$ cat config.mk
export PLATFORM = sky130hd
export DESIGN_NAME = scram_axil_bridge
export DESIGN_NICKNAME = d
export VERILOG_FILES = /design/src/rtl/scram_axil_bridge.sv
export SDC_FILE = /design/constraint.sdc
export NUM_CORES = 1
export LEC_CHECK = 0
export CAP_MARGIN = 10
export CORE_ASPECT_RATIO = 0.75
export CORE_MARGIN = 2
export CORE_UTILIZATION = 30
export CTS_BUF_LIST = sky130_fd_sc_hd__clkbuf_16
export CTS_CLUSTER_DIAMETER = 120
export DETAILED_ROUTE_END_ITERATION = 8
export GPL_ROUTABILITY_DRIVEN = 1
export PLACE_DENSITY = 0.66
export SLEW_MARGIN = 30
export SYNTH_ARGS = -nofsm -noshare
export SYNTH_HDL_FRONTEND = slang
export SYNTH_SLANG_ARGS = --single-unit
$ cat constraint.sdc
create_clock -name aclk -period 1.8 [get_ports aclk]
set_input_delay 0.18 -clock aclk [delete_from_list [all_inputs] [get_ports aclk]]
set_output_delay 0.18 -clock aclk [all_outputs]
set_load 0.01 [all_outputs]
$ cat src/rtl/scram_axil_bridge.sv
// scram_axil_bridge
//   AXI4-lite slave that turns each single-beat read or write into one native
//   access on a scratchpad RAM port. One transaction is in flight at a time;
//   reads and writes are picked round-robin when both are waiting.
//
// Ports
//   aclk, aresetn            clock, asynchronous active-low reset
//   s_aw*, s_w*, s_b*        AXI4-lite write address / data / response
//   s_ar*, s_r*              AXI4-lite read address / data
//   mem_en, mem_wr           native access request and direction (registered)
//   mem_addr, mem_wdata,
//   mem_strb                 native word address, write data, byte enables
//   mem_rdata, mem_ready     native read data and access-complete indication
module scram_axil_bridge #(
  parameter int AXI_ADDRW = 16,
  parameter int ADDRW     = 4,
  parameter int DATAW     = 32
) (
  input  logic                 aclk,
  input  logic                 aresetn,
  input  logic                 s_awvalid,
  output logic                 s_awready,
  input  logic [AXI_ADDRW-1:0] s_awaddr,
  input  logic                 s_wvalid,
  output logic                 s_wready,
  input  logic [DATAW-1:0]     s_wdata,
  input  logic [DATAW/8-1:0]   s_wstrb,
  output logic                 s_bvalid,
  input  logic                 s_bready,
  output logic [1:0]           s_bresp,
  input  logic                 s_arvalid,
  output logic                 s_arready,
  input  logic [AXI_ADDRW-1:0] s_araddr,
  output logic                 s_rvalid,
  input  logic                 s_rready,
  output logic [DATAW-1:0]     s_rdata,
  output logic [1:0]           s_rresp,
  output logic                 mem_en,
  output logic                 mem_wr,
  output logic [ADDRW-1:0]     mem_addr,
  output logic [DATAW-1:0]     mem_wdata,
  output logic [DATAW/8-1:0]   mem_strb,
  input  logic [DATAW-1:0]     mem_rdata,
  input  logic                 mem_ready
);

  localparam int OFF = $clog2(DATAW/8);
  localparam logic [1:0] RESP_OKAY   = 2'b00;
  localparam logic [1:0] RESP_SLVERR = 2'b10;

  typedef enum logic [2:0] {
    S_IDLE,
    S_MWR,
    S_MRD,
    S_BRESP,
    S_RRESP
  } state_t;

  state_t               r_state;
  logic                 r_last_wr;
  logic                 r_mem_en;
  logic                 r_mem_wr;
  logic [ADDRW-1:0]     r_mem_addr;
  logic [DATAW-1:0]     r_mem_wdata;
  logic [DATAW/8-1:0]   r_mem_strb;
  logic                 r_bvalid;
  logic [1:0]           r_bresp;
  logic                 r_rvalid;
  logic [DATAW-1:0]     r_rdata;
  logic [1:0]           r_rresp;

  logic w_idle;
  logic w_wr_elig;
  logic w_rd_elig;
  logic w_sel_wr;
  logic w_sel_rd;
  logic w_aw_oor;
  logic w_ar_oor;

  // A write needs both AW and W present; it is never half-accepted.
  // When both directions are eligible, the one not served last wins.
  assign w_idle    = (r_state == S_IDLE);
  assign w_wr_elig = s_awvalid && s_wvalid;
  assign w_rd_elig = s_arvalid;
  assign w_sel_wr  = w_wr_elig && (!w_rd_elig || !r_last_wr);
  assign w_sel_rd  = w_rd_elig && (!w_wr_elig ||  r_last_wr);

  // Any address bit above the RAM's word range marks the access as out of range.
  assign w_aw_oor = |(s_awaddr >> (ADDRW + OFF));
  assign w_ar_oor = |(s_araddr >> (ADDRW + OFF));

  assign s_awready = w_idle && w_sel_wr;
  assign s_wready  = w_idle && w_sel_wr;
  assign s_arready = w_idle && w_sel_rd;

  assign mem_en    = r_mem_en;
  assign mem_wr    = r_mem_wr;
  assign mem_addr  = r_mem_addr;
  assign mem_wdata = r_mem_wdata;
  assign mem_strb  = r_mem_strb;
  assign s_bvalid  = r_bvalid;
  assign s_bresp   = r_bresp;
  assign s_rvalid  = r_rvalid;
  assign s_rdata   = r_rdata;
  assign s_rresp   = r_rresp;

  // Transaction FSM. mem_en is dropped on the same edge that sees mem_ready,
  // so every access is followed by at least one idle cycle on the memory port.
  // Out-of-range requests skip the memory and go straight to an error response.
  always_ff @(posedge aclk or negedge aresetn) begin
    if (!aresetn) begin
      r_state     <= S_IDLE;
      r_last_wr   <= 1'b1;
      r_mem_en    <= 1'b0;
      r_mem_wr    <= 1'b0;
      r_mem_addr  <= '0;
      r_mem_wdata <= '0;
      r_mem_strb  <= '0;
      r_bvalid    <= 1'b0;
      r_bresp     <= RESP_OKAY;
      r_rvalid    <= 1'b0;
      r_rdata     <= '0;
      r_rresp     <= RESP_OKAY;
    end else begin
      case (r_state)
        S_IDLE: begin
          if (w_sel_wr) begin
            r_last_wr   <= 1'b1;
            r_mem_addr  <= s_awaddr[ADDRW+OFF-1:OFF];
            r_mem_wdata <= s_wdata;
            r_mem_strb  <= s_wstrb;
            if (w_aw_oor) begin
              r_bresp  <= RESP_SLVERR;
              r_bvalid <= 1'b1;
              r_state  <= S_BRESP;
            end else begin
              r_mem_en <= 1'b1;
              r_mem_wr <= 1'b1;
              r_state  <= S_MWR;
            end
          end else if (w_sel_rd) begin
            r_last_wr  <= 1'b0;
            r_mem_addr <= s_araddr[ADDRW+OFF-1:OFF];
            if (w_ar_oor) begin
              r_rdata  <= '0;
              r_rresp  <= RESP_SLVERR;
              r_rvalid <= 1'b1;
              r_state  <= S_RRESP;
            end else begin
              r_mem_en <= 1'b1;
              r_mem_wr <= 1'b0;
              r_state  <= S_MRD;
            end
          end
        end
        S_MWR: begin
          if (mem_ready) begin
            r_mem_en <= 1'b0;
            r_mem_wr <= 1'b0;
            r_bresp  <= RESP_OKAY;
            r_bvalid <= 1'b1;
            r_state  <= S_BRESP;
          end
        end
        S_MRD: begin
          if (mem_ready) begin
            r_mem_en <= 1'b0;
            r_rdata  <= mem_rdata;
            r_rresp  <= RESP_OKAY;
            r_rvalid <= 1'b1;
            r_state  <= S_RRESP;
          end
        end
        S_BRESP: begin
          if (s_bready) begin
            r_bvalid <= 1'b0;
            r_state  <= S_IDLE;
          end
        end
        S_RRESP: begin
          if (s_rready) begin
            r_rvalid <= 1'b0;
            r_state  <= S_IDLE;
          end
        end
        default: r_state <= S_IDLE;
      endcase
    end
  end

endmodule
==> impl_metrics.ini <==
[sta]
finalCriticalPeriod_ns = 1.817
hold_violations = 0
slew-limit-headroom_pct = 57.92
maxSlewViolCount = 0
tightest_slew_ns = 0.6299
fmax_ghz = 0.5504
setup_viol = 2
hold_ws_ns = 0.3931
fin_ws_ns = -0.01672
fin_skew_ns = 0.006179
final.setup.tns_ns = -0.03148
rsz0062_at_grt = yes
period_share_pct = 100.9

[floorplanning]
io_pins = 191
rows = 34
core-area_um2 = 11660
die_area_um2 = 12920
initial_core_util_pct = 30.94
fp.dieH_um = 98.95
fp.dieW_um = 130.6

[global_route]
grt_pass1_vias = 3314
antenna_found_initial = 0
grt_remaining_overflow = 0
grt_usage_pct = 16.52
grt_max_degree = 45
grt_pass1_wl_mm = 16.88

[synth]
yosysTopAreaCell = dfrtp_1
synth.most_common_cell = dfrtp_1
synthFlopType = dfrtp_1
ys_async_sr_fraction_pct = 100.0
yosys-top-cells-count = dfrtp_1 (81), o21ai_0 (40), nand2_1 (37)
syn-instance-count = 321
synth_edf_count = 0
synth_top_area_share_pct = 56.21
synth-seq-cells = 82
ys_warn_count = 0
yosysUniqueCellTypes = 40
synth.avg_cell_area_um2 = 11.23
ys_seq_area_share_pct = 56.94
syn_area_um2 = 3606
synth_area_leaders = dfrtp_1 (56%), mux2_2 (9.4%), a22oi_1 (6.9%), o21ai_0 (5.6%), nand2_1 (3.9%)

[clock_network]
cts_setup_buffers = 0
clockRootBuffer = clkbuf_16
clk_path_buf_depth = 2
cts_sinks = 82
numCtsBuffers = 9
htreeDepth = 3
path_clk_slew_ns = 0.06
insertion_delay_ns = 0.33
cts_tree = built

[routing]
route.vias.total = 3252
drtIter0Drc = 124
first_pass_iters = 5
wire_per_inst_um = 15.32
wirelength_mm = 10.45
drc_errors = 0
viasPerCell = 4.768
ant_nets = 0

[worst_setup_path]
setup.worst_path.start = r_state[1]
crit_path_end_kind = output pin
r2r-start = r_state[1]
r2r-end = mem_wdata[11]
path_class = register to output pin
r2r_cells = 4
critPathLaunchType = register
cp.arrival_ns = 1.64
r2r_setup_slack_ns = 0.01
crit_fanout = 3
cp.required_ns = 1.62
cp-endpoint = s_awready

[worst_hold_path]
hold_class = input pin to asynchronous set/reset pin

[power]
power.density_nw_per_um2 = 1410
p_leak_uw = 0.002470
peakVddDrop_mv = 0.9557

[final_layout]
finalNetCount = 624
diodes = 0
drive_gt1_share_pct = 16.92
syn2layout_area_growth_pct = 67.63
num-fill-cells = 1042

[placement]
portBuffers = 184
gp_congestion = 0.7740
dp_hpwl_mm = 7.826

[outcome]
status = finished with violations
violations = setup timing

[job]
max_cap_violations = 0
==> routing by layer <==
metal | routed length, um | global-route usage (%)
met5 | 0 | 0
met4 | 100 | 4.173
met3 | 1157 | 7.818
met2 | 4620 | 24.76
met1 | 4569 | 21.60
==> cell usage in the layout (no fill, tap or decap), types with 2 or more instances in the layout <==
| master | count |
|---|---|
| clkdlybuf4s50_1 | 180 |
| dfrtp_1 | 81 |
| o21ai_0 | 40 |
| nand2_1 | 37 |
| a22oi_1 | 33 |
| mux2_2 | 30 |
| buf_4 | 22 |
| nor2_1 | 11 |
| clkbuf_16 | 9 |
| mux2_4 | 7 |
| a21oi_1 | 7 |
| o22ai_1 | 5 |
| nor4_1 | 3 |
| nand3_1 | 3 |
| inv_1 | 3 |
| a31oi_1 | 3 |
| or3_4 | 2 |
| a2bb2oi_1 | 2 |
| or2_2 | 2 |
| or4_1 | 2 |
| or3_1 | 2 |
| nor3_1 | 2 |
| conb_1 | 2 |
| clkinv_2 | 2 |
| clkinvlp_4 | 2 |
| buf_6 | 2 |
| buf_12 | 2 |
==> repair_timing <==
action	in CTS	in global routing
endpoints found under the setup margin	36	39
hold endpoints to repair	41	0
resized for setup	15	3
hold buffers	1	0
gates cloned	0	0
pin swaps	2	2
==> sequential cells by signal, summed over array words and instances, names as in the netlist <==
register	cells
mem_strb	4
mem_wr	1
r_state	3
s_bvalid	1
s_rvalid	1
r_last_wr	1
mem_addr	4
s_rdata	32
mem_en	1
s_rresp	1
mem_wdata	32
s_bresp	1
==> cell type report <==
cell class / instances / area [um2] / area share (%)
clock buffers: 9 / 225.2 / 3.726
clock inverters: 6 / 58.81 / 0.9729
inverters: 4 / 17.52 / 0.2898
multi-input cells: 210 / 1428 / 23.62
flip-flops and latches: 82 / 2053 / 33.97
well taps: 162 / 202.7 / 3.353
repair buffers: 209 / 2059 / 34.07
==> critical path, stage by stage, from the launching register on <==
cell	delay [ns]
dfrtp_1	0.37
or3_4	0.39
or3_4	0.38
inv_4	0.08
buf_6	0.09
==> kinds of logic after synthesis <==
kind of cell,count (synthesis),share of synthesized area (%)
DFF,82,56.94
AOI/OAI and AO/OA,98,16.93
and+or+nand+nor,71,9.056
muxes,38,12.56
buffers and inverters,30,4.163
xor gates and xnor gates,1,0.2429
other,1,0.1040
==> power breakdown <==
group / internal [uW] / total, uW / switching (uW)
clock: 1060 / 1760 / 706
sequential: 2510 / 2880 / 368
combinational: 2190 / 3880 / 1690
==> worst min-delay path by stage <==
stage	from	to	depth (start not counted)
after detailed placement	aresetn	s_rdata[6]	1
after CTS	aresetn	r_state[1]	2
after global placement	aresetn	mem_wdata[14]	1
after floorplan	aresetn	mem_addr[0]	0
final	aresetn	mem_wr	2
after global routing	aresetn	s_rdata[6]	2
==> stage by stage <==
step	setup slack [ns]	utilization (%)	area, um2	total power, uW	std cells
3_5_place_dp	-0.1849	49.23	5738	6795	666
3_3_place_gp	-0.2820	49.18	5733	6689	666
6_report	-0.01672	51.86	6045	8524	682
4_1_cts	-0.09721	51.86	6045	8648	682
2_1_floorplan	-0.1373	-	3613	4687	322
5_1_grt	-0.05940	51.86	6045	9100	682
Note: power is estimated with default switching activity, not from simulation.
